===== config.mk =====
export PLATFORM = sky130hd
export DESIGN_NAME = demux_pulse_counter_flat
export DESIGN_NICKNAME = d
export VERILOG_FILES = /design/src/rtl/demux_pkg.sv /design/src/rtl/demux_pulse_counter_if.sv /design/src/rtl/demux_pulse_counter_edge_counter.sv /design/src/rtl/demux_pulse_counter.sv /design/src/flat_wrapper.sv
export SDC_FILE = /design/constraint.sdc
export NUM_CORES = 1
export LEC_CHECK = 0
export CORE_UTILIZATION = 39
export CTS_BUF_LIST = sky130_fd_sc_hd__clkbuf_8
export DETAILED_ROUTE_END_ITERATION = 8
export GPL_ROUTABILITY_DRIVEN = 1
export PLACE_DENSITY = 0.7
export SETUP_SLACK_MARGIN = 0.02
export SLEW_MARGIN = 20
export SYNTH_ARGS = -nofsm -noshare
export SYNTH_HDL_FRONTEND = slang
export SYNTH_HIERARCHICAL = 1
export SYNTH_SLANG_ARGS = --single-unit

===== constraint.sdc =====
create_clock -name clock -period 3.7 [get_ports clock]
set_clock_uncertainty 0.05 [all_clocks]
set_input_delay 0.74 -clock clock [delete_from_list [all_inputs] [get_ports clock]]
set_output_delay 0.74 -clock clock [all_outputs]
set_load 0.005 [all_outputs]

===== src/rtl/demux_pkg.sv =====
// Shared types and constants for the demux pulse counter.
package demux_pkg;

  // Snapshot handshake states.
  typedef enum logic [1:0] {
    IDLE    = 2'd0,
    HOLD    = 2'd1,
    RELEASE = 2'd2
  } dpc_state_t;

  // Default counter and snapshot width.
  localparam int DPC_WIDTH = 8;

endpackage


===== src/rtl/demux_pulse_counter_if.sv =====
// Snapshot handshake and frozen-result bundle of the demux pulse counter.
interface demux_pulse_counter_if #(
  parameter int WIDTH = 8
);

  logic             snap_req;
  logic             snap_ack;
  logic             snap_valid;
  logic [WIDTH-1:0] snap_y;
  logic [WIDTH-1:0] snap_z;
  logic             snap_ovf_y;
  logic             snap_ovf_z;

  // Requester side: raises req/ack, reads the frozen interval.
  modport master (
    output snap_req,
    output snap_ack,
    input  snap_valid,
    input  snap_y,
    input  snap_z,
    input  snap_ovf_y,
    input  snap_ovf_z
  );

  // Counter side: answers the handshake and presents the snapshot.
  modport slave (
    input  snap_req,
    input  snap_ack,
    output snap_valid,
    output snap_y,
    output snap_z,
    output snap_ovf_y,
    output snap_ovf_z
  );

endinterface


===== src/rtl/demux_pulse_counter_edge_counter.sv =====
// Rising-edge detector feeding a saturating counter with a sticky overflow flag.
module edge_counter
  import demux_pkg::*;
#(
  parameter int WIDTH = DPC_WIDTH
) (
  input  logic             clock,
  input  logic             reset_n,
  input  logic             in,
  input  logic             clear,
  output logic [WIDTH-1:0] count,
  output logic             ovf
);

  localparam logic [WIDTH-1:0] ONE = WIDTH'(1);
  localparam logic [WIDTH-1:0] MAX = '1;

  logic prev;
  logic edge_seen;

  assign edge_seen = in & ~prev;

  // prev resets high so a level already high at reset release is not an edge;
  // a clear coincident with an edge starts the new interval at one.
  always_ff @(posedge clock or negedge reset_n) begin
    if (!reset_n) begin
      prev  <= 1'b1;
      count <= '0;
      ovf   <= 1'b0;
    end else begin
      prev <= in;
      if (clear) begin
        count <= edge_seen ? ONE : '0;
        ovf   <= 1'b0;
      end else if (edge_seen) begin
        if (count == MAX) begin
          ovf <= 1'b1;
        end else begin
          count <= count + ONE;
        end
      end
    end
  end

endmodule


===== src/rtl/demux_pulse_counter.sv =====
// Per-channel edge tally of the demux outputs with a four-phase snapshot handshake.
module demux_pulse_counter
  import demux_pkg::*;
#(
  parameter int WIDTH = DPC_WIDTH
) (
  input  logic                  clock,
  input  logic                  reset_n,
  input  logic                  y,
  input  logic                  z,
  demux_pulse_counter_if.slave  snap,
  output logic [WIDTH-1:0]      live_y,
  output logic [WIDTH-1:0]      live_z
);

  dpc_state_t state;
  dpc_state_t next_state;
  logic       capture;
  logic       ovf_y;
  logic       ovf_z;

  edge_counter #(.WIDTH(WIDTH)) u_count_y (
    .clock   (clock),
    .reset_n (reset_n),
    .in      (y),
    .clear   (capture),
    .count   (live_y),
    .ovf     (ovf_y)
  );

  edge_counter #(.WIDTH(WIDTH)) u_count_z (
    .clock   (clock),
    .reset_n (reset_n),
    .in      (z),
    .clear   (capture),
    .count   (live_z),
    .ovf     (ovf_z)
  );

  // Handshake state register.
  always_ff @(posedge clock or negedge reset_n) begin
    if (!reset_n) begin
      state <= IDLE;
    end else begin
      state <= next_state;
    end
  end

  // Handshake next state; capture fires only on a request seen in IDLE.
  always_comb begin
    next_state = state;
    capture    = 1'b0;
    case (state)
      IDLE: begin
        if (snap.snap_req) begin
          capture    = 1'b1;
          next_state = HOLD;
        end
      end
      HOLD: begin
        if (snap.snap_ack) begin
          next_state = RELEASE;
        end
      end
      RELEASE: begin
        if (!snap.snap_req && !snap.snap_ack) begin
          next_state = IDLE;
        end
      end
      default: next_state = IDLE;
    endcase
  end

  // Snapshot registers load the pre-capture counts and hold them until the next capture.
  always_ff @(posedge clock or negedge reset_n) begin
    if (!reset_n) begin
      snap.snap_y     <= '0;
      snap.snap_z     <= '0;
      snap.snap_ovf_y <= 1'b0;
      snap.snap_ovf_z <= 1'b0;
    end else if (capture) begin
      snap.snap_y     <= live_y;
      snap.snap_z     <= live_z;
      snap.snap_ovf_y <= ovf_y;
      snap.snap_ovf_z <= ovf_z;
    end
  end

  assign snap.snap_valid = (state == HOLD);

endmodule


===== src/flat_wrapper.sv =====
// flat-port wrapper written by rule: the top's interface ports become plain ports
module demux_pulse_counter_flat import demux_pkg::*;
#(
  parameter int WIDTH = DPC_WIDTH
)
  (clock, reset_n, y, z, live_y, live_z, snap_snap_req, snap_snap_ack, snap_snap_valid, snap_snap_y, snap_snap_z, snap_snap_ovf_y, snap_snap_ovf_z);
  demux_pulse_counter_if #(.WIDTH(WIDTH)) snap_i ();
  input  logic clock;
  input  logic reset_n;
  input  logic y;
  input  logic z;
  output logic [WIDTH-1:0] live_y;
  output logic [WIDTH-1:0] live_z;
  input wire logic [$bits(snap_i.snap_req)-1:0] snap_snap_req;
  input wire logic [$bits(snap_i.snap_ack)-1:0] snap_snap_ack;
  output wire logic [$bits(snap_i.snap_valid)-1:0] snap_snap_valid;
  output wire logic [$bits(snap_i.snap_y)-1:0] snap_snap_y;
  output wire logic [$bits(snap_i.snap_z)-1:0] snap_snap_z;
  output wire logic [$bits(snap_i.snap_ovf_y)-1:0] snap_snap_ovf_y;
  output wire logic [$bits(snap_i.snap_ovf_z)-1:0] snap_snap_ovf_z;
  assign snap_i.snap_req = snap_snap_req;
  assign snap_i.snap_ack = snap_snap_ack;
  assign snap_snap_valid = snap_i.snap_valid;
  assign snap_snap_y = snap_i.snap_y;
  assign snap_snap_z = snap_i.snap_z;
  assign snap_snap_ovf_y = snap_i.snap_ovf_y;
  assign snap_snap_ovf_z = snap_i.snap_ovf_z;
  demux_pulse_counter #(.WIDTH(WIDTH)) u_core (.clock(clock), .reset_n(reset_n), .y(y), .z(z), .snap(snap_i), .live_y(live_y), .live_z(live_z));
endmodule

==> flow_metrics.py, run 1 <==
metrics = {
    "run_status": {
        "status": "complete, no violations",
    },
    "clock_tree": {
        "htreeDepth": 2,
        "clk_latency_ns": 0.30,
        "cts_hold_buf": 0,
        "clock_sinks": 40,
        "cts_tree": "built",
        "clock-root-buffer": "clkbuf_8",
        "numCtsBuffers": 5,
        "clk_path_buf_depth": 2,
        "clk_pin_slew_ns": 0.08,
        "cts-resized-gates": 0,
        "post_cts_buffers": 0,
    },
    "global_route": {
        "grt_pass1_vias": 1395,
        "grt_remaining_overflow": 0,
        "antenna_found_initial": 0,
        "grt_first_pass_wirelength_mm": 6.575,
        "grt_usage_pct": 16.64,
        "grt_max_degree": 41,
    },
    "worst_setup_path": {
        "ff2ff_path_depth": 5,
        "worstSetupPathType": "input pin to register",
        "rrSetupSlack_ns": 1.95,
        "end_kind": "register",
        "cp-start-kind": "input pin",
        "arrival_ns": 2.37,
        "worstPathMaxFanout": 32,
        "rr_endpoint": "u_core/u_count_y/count[5]$_DFFE_PN0P_",
        "cp.required_ns": 3.82,
        "r2r_start": "u_core/state[0]$_DFFE_PN0P_",
    },
    "timing": {
        "finalSetupTns_ns": 0,
        "holdWs_ns": 0.4634,
        "finalSetupViolations": 0,
        "min_period_ns": 2.254,
        "period_share_pct": 60.91,
        "hold_viol_final": 0,
        "slew_headroom_pct": 40.87,
        "worst_pin_slew_ns": 0.8870,
        "rsz0062_at_grt": "no",
        "final-max-slew-violation-count": 0,
        "max_freq_mhz": 443.7,
    },
    "pwr": {
        "combPwrFrac_pct": 28.4,
        "switching_share_pct": 30.12,
        "power_density_nw_per_um2": 526.4,
        "sequentialPowerShare_pct": 44.1,
        "switchingPower_mw": 0.3914,
        "ir_drop_mv": 0.3315,
        "p_leak_nw": 1.072,
        "p_clk_share_pct": 27.5,
        "power.internal_mw": 0.9081,
    },
    "die": {
        "dieArea_sq_um": 5203,
        "core_area_sq_um": 4723,
        "fp.dieH_um": 72.13,
        "start_util_pct": 40.61,
        "pin_count": 41,
        "rows": 25,
        "die-width_um": 72.13,
    },
    "yosys": {
        "yosys_warnings": 6,
        "syn_avg_cell_area_sq_um": 12.70,
        "synth_seq_cells": 40,
        "synthTopCellsByArea": "dfrtp_1 (50%), mux2_4 (8.6%), mux2_2 (5.3%), dfstp_2 (2.7%), and4b_1 (2.1%)",
        "synthDominantCellAreaShare_pct": 49.58,
        "synth_nets": 159,
        "ys_types": 37,
        "ys_seq_area_share_pct": 52.32,
        "postSynthCellCount": 151,
        "synth_area_sq_um": 1918,
        "synth_top_area_cell": "dfrtp_1",
    },
    "placement": {
        "numPortBuffers": 40,
        "hpwl_mm": 2.497,
        "gp_congestion": 0.7696,
    },
    "routing": {
        "via_per_inst": 5.365,
        "drt_pre_antenna_iters": 4,
        "wl_mm": 3.926,
        "wl_per_cell_um": 14.93,
        "drt_iter0_drc": 95,
        "vias": 1411,
        "ant_nets": 0,
        "drc_errors": 0,
    },
    "cells_and_area": {
        "fillers": 429,
        "drive_gt1_share_pct": 18.88,
        "diodes": 0,
        "fin_nets": 203,
        "area_delta_synth_final_pct": 28.70,
        "multiInputGateArea_sq_um": 852.1,
        "seq_area_sq_um": 1003,
    },
    "job": {
        "drv_cap": 0,
    },
    "worst_hold_path": {
        "min_from": "u_core/u_count_y/ovf$_DFFE_PN0P_",
        "whs_endpoint": "u_core/snap.snap_ovf_y$_DFFE_PN0P_",
        "min_path_type": "register to register",
        "hold_depth": 1,
    },
}
-- metrics by stage --
stage	instance area (sq um)	utilization, %	power, mW	instances	worst slack [ns]
final	2469	52.26	1.299	263	1.446
after global placement	2357	49.91	0.9467	255	1.213
after detailed placement	2357	49.91	0.9539	255	1.172
after CTS	2469	52.26	1.318	263	1.460
after floorplan	1918	-	0.7913	151	1.981
after global routing	2469	52.26	1.371	263	1.379
-- Yosys cell counts, drive strengths merged --
master,number
o2bb2ai,1
mux2i,2
o41ai,2
and4b,4
a41oi,2
nor3,2
and4,2
ha,2
a31o,2
and3b,2
o311ai,2
buf,4
a311oi,2
a31oi,4
nand2b,3
o221ai,2
a211o,2
nor2b,5
nand4b,2
nand2,10
nand4,2
dfrtp,38
nand3,4
inv,4
or2b,1
nand3b,2
dfstp,2
o21ai,3
nor3b,1
a211oi,4
mux2,20
nor2,4
and3,4
a21oi,5
-- critical path: stages --
cell             delay (ns)
clkdlybuf4s50_1        0.50
nor3b_4                0.18
buf_4                  0.40
inv_1                  0.23
o311ai_0               0.17
o41ai_1                0.14
-- cell usage in the layout (no fill, tap or decap), types with 3 or more instances in the layout --
| master | n |
|---|---|
| inv_1 | 4 |
| clkdlybuf4s50_1 | 39 |
| a21oi_1 | 5 |
| dfrtp_1 | 38 |
| clkbuf_8 | 5 |
| mux2_4 | 11 |
| a31oi_1 | 4 |
| and3_1 | 4 |
| and4b_1 | 4 |
| nand2b_1 | 3 |
| nand2_1 | 10 |
| o21ai_0 | 3 |
| nor2_1 | 4 |
| nand3_1 | 4 |
| mux2_2 | 9 |
| nor2b_1 | 5 |
-- layout make-up --
class	count	share of cell area [%]
flip-flops and latches	40	40.65
multi-input cells	103	34.52
repair buffers	41	16.32
well taps	67	3.396
clock buffers	5	2.788
clock inverters	3	1.723
inverters	4	0.6082
-- power groups by stage --
stage	logic [mW]	registers (mW)	clock network (mW)
finish	0.369	0.573	0.357
global route	0.400	0.586	0.385
CTS	0.374	0.575	0.370
detailed placement	0.371	0.583	0
global placement	0.365	0.581	0
floorplan	0.223	0.568	0
-- worst max path at each step --
stage / start / to / slack, ns / cells after the start
6_report: snap_snap_req / u_core/u_count_y/count[5]$_DFFE_PN0P_ / 1.45 / 6
5_1_grt: snap_snap_req / u_core/u_count_z/count[5]$_DFFE_PN0P_ / 1.38 / 6
4_1_cts: u_core/state[0]$_DFFE_PN0P_ / snap_snap_valid / 1.46 / 2
3_5_place_dp: snap_snap_req / u_core/u_count_y/count[5]$_DFFE_PN0P_ / 1.17 / 6
3_3_place_gp: snap_snap_req / u_core/u_count_y/count[5]$_DFFE_PN0P_ / 1.21 / 6
2_1_floorplan: snap_snap_req / u_core/u_count_y/count[5]$_DFFE_PN0P_ / 1.98 / 6
-- routing by layer --
layer | up-vias | share of wire, % | GRT usage, % | routed length, um
li1 | 665 | - | - | -
met4 | 0 | 1.6 | 6.754 | 62
met5 | - | 0 | 0 | 0
met1 | 682 | 48 | 21.43 | 1896
met3 | 7 | 5.7 | 5.417 | 222
met2 | 57 | 44 | 25.96 | 1744
-- kinds of logic (layout without fill, tap and decap cells) --
| group | count (synthesis) | in the layout | share of synthesized area, % |
|---|---|---|---|
| AND/OR/NAND/NOR | 48 | 48 | 15.53 |
| flip-flops | 40 | 40 | 52.32 |
| adder cells (fa/ha/maj) | 2 | 2 | 1.304 |
| multiplexers | 22 | 22 | 14.94 |
| buffers and inverters | 8 | 53 | 3.587 |
| AO/OA/AOI/OAI | 31 | 31 | 12.33 |
-- registers in the layout, summed over array words and instances (netlist names), 2 cells and up --
register and count:
u_core/u_count_z/count 8, u_core/u_count_y/count 8, u_core/state 2, u_core/snap.snap_z 8, u_core/snap.snap_y 8
No activity file was read; power rests on OpenSTA's default activity.
==> inputs of run 2 (changes only) <==
Clock period 3.7 ns to 2.09 ns, I/O delays scaled along.
==> run 2 against run 1 <==
Net effect: critical path depth decreased by 4; core utilization increased by 0.61 points; routed wire length is 4.3% lower; worst hold slack lost 0.42 ns; critical path type is now register to output pin; combinational power rose by 83%; setup slack worse by 1.3 ns.
==> flow_metrics.py, run 2 (same netlist as run 1, synthesis figures left out) <==
metrics = {
    "die": {
        "core_area_sq_um": 4723,
        "dieArea_sq_um": 5203,
        "die-width_um": 72.13,
        "rows": 25,
        "start_util_pct": 40.61,
        "pin_count": 41,
        "fp.dieH_um": 72.13,
    },
    "routing": {
        "drt_iter0_drc": 95,
        "wl_mm": 3.759,
        "wl_per_cell_um": 14.03,
        "drt_pre_antenna_iters": 4,
        "ant_nets": 0,
        "vias": 1424,
        "drc_errors": 0,
        "via_per_inst": 5.313,
    },
    "run_status": {
        "status": "complete, no violations",
    },
    "worst_setup_path": {
        "worstPathMaxFanout": 5,
        "cp-start-kind": "register",
        "crit_path_cell_trace": "nor2b_1 -> clkdlybuf4s50_1",
        "worstSetupPathType": "register to output pin",
        "arrival_ns": 1.45,
        "slowest_delay_ns": 0.52,
        "cpMaxStageDelayCell": "clkdlybuf4s50_1",
        "cp.required_ns": 1.62,
        "end_kind": "output pin",
    },
    "timing": {
        "min_period_ns": 1.913,
        "finalSetupViolations": 0,
        "rsz0062_at_grt": "no",
        "period_share_pct": 91.54,
        "finalSetupTns_ns": 0,
        "worst_pin_slew_ns": 0.4989,
        "max_freq_mhz": 522.7,
        "slew_headroom_pct": 66.74,
        "final-max-slew-violation-count": 0,
        "hold_viol_final": 0,
    },
    "cells_and_area": {
        "final_cell_mix": "clkdlybuf4s50_1 (39), dfrtp_1 (38), mux2_4 (11), nand2_1 (10), mux2_2 (9)",
        "diodes": 0,
        "drive_gt1_share_pct": 19.90,
        "multiInputGateArea_sq_um": 852.1,
        "fin_nets": 208,
        "area_delta_synth_final_pct": 30.20,
        "fillers": 441,
        "stdcell_area_sq_um": 2497,
        "seq_area_sq_um": 1003,
        "final_common_cell": "clkdlybuf4s50_1",
    },
    "clock_tree": {
        "clock-root-buffer": "clkbuf_8",
        "clock_sinks": 40,
        "cts-resized-gates": 0,
        "numCtsBuffers": 5,
        "cts_hold_buf": 0,
        "clk_pin_slew_ns": 0.07,
        "clk_path_buf_depth": 2,
        "cts_tree": "built",
        "post_cts_buffers": 0,
        "htreeDepth": 2,
        "clk_latency_ns": 0.29,
    },
    "global_route": {
        "grt_pass1_vias": 1368,
        "grt_max_degree": 22,
        "grt_remaining_overflow": 0,
        "grt_usage_pct": 16.22,
        "grt_first_pass_wirelength_mm": 6.589,
        "antenna_found_initial": 0,
    },
    "placement": {
        "numPortBuffers": 40,
        "hpwl_mm": 2.631,
        "gp_congestion": 0.7649,
        "dpl_cell_area_sq_um": 2407,
    },
    "job": {
        "drv_cap": 0,
    },
    "pwr": {
        "power_density_nw_per_um2": 881.6,
        "ir_drop_mv": 0.5600,
        "p_leak_nw": 1.101,
    },
    "worst_hold_path": {
        "min_path_type": "input pin to asynchronous set/reset pin",
    },
}
[run 2: cell count changes in the layout (fill, tap and decap cells not counted)]
| cell | previous run | this run |
|---|---|---|
| bufinv_16 | 1 | 0 |
| buf_4 | 1 | 5 |
| clkbuf_8 | 5 | 6 |
| inv_1 | 4 | 6 |
| clkinv_2 | 1 | 0 |
| buf_12 | 0 | 1 |
| clkinvlp_4 | 1 | 0 |
[run 2: worst max-delay path, delay by kind of cell, from the launching register on]
kind,cells,cell delay (ns)
buffers and inverters,1,0.52
AND/OR/NAND/NOR,1,0.20
flip-flops,1,0.43
[run 2: stage by stage]
stage | hold WS, ns | setup slack (ns) | power [mW] | std cells | util, %
finish | 0.04066 | 0.1769 | 2.202 | 268 | 52.87
global route | 0.08035 | 0.05772 | 2.353 | 268 | 52.87
CTS | 0.05336 | 0.1636 | 2.232 | 268 | 52.87
detailed placement | 0.3659 | 0.1095 | 1.712 | 260 | 50.97
global placement | 0.3640 | 0.1519 | 1.704 | 260 | 50.97
floorplan | 0.07241 | 0.5296 | 1.401 | 151 | -
[run 2: power by group]
group | internal [mW] | switching (mW)
combinational | 0.393 | 0.283
clock | 0.259 | 0.252
sequential | 0.885 | 0.130
[run 2: final cells by class]
class,instances,area share (%)
clock buffer,6,3.307
clock inverter,2,0.3006
inverter,4,0.6012
multi-input combinational,103,34.12
sequential,40,40.18
tap,67,3.357
timing repair buffer,46,18.14
[run 2: layer usage]
layer,vias to the layer above,track usage (%),wire [um]
li1,678,-,-
met1,692,21.95,1792
met2,50,25.75,1749
met3,4,3.889,192
met4,0,5.229,24
met5,-,0,0
[run 2: path summary, 6_finish.rpt]
path	start	end	slack, ns	cells past startpoint
min reg2reg	u_core/u_count_y/ovf$_DFFE_PN0P_	u_core/u_count_y/ovf$_DFFE_PN0P_	0.45	2
min	reset_n	u_core/u_count_y/count[2]$_DFFE_PN0P_	0.04	1
max in group asynchronous	reset_n	u_core/u_count_y/prev$_DFF_PN1_	1.39	2
max	u_core/state[0]$_DFFE_PN0P_	snap_snap_valid	0.18	2
max reg2reg	u_core/u_count_y/count[0]$_DFFE_PN0P_	u_core/u_count_y/count[3]$_DFFE_PN0P_	0.41	4
min in group clock	u_core/u_count_y/ovf$_DFFE_PN0P_	u_core/u_count_y/ovf$_DFFE_PN0P_	0.45	2
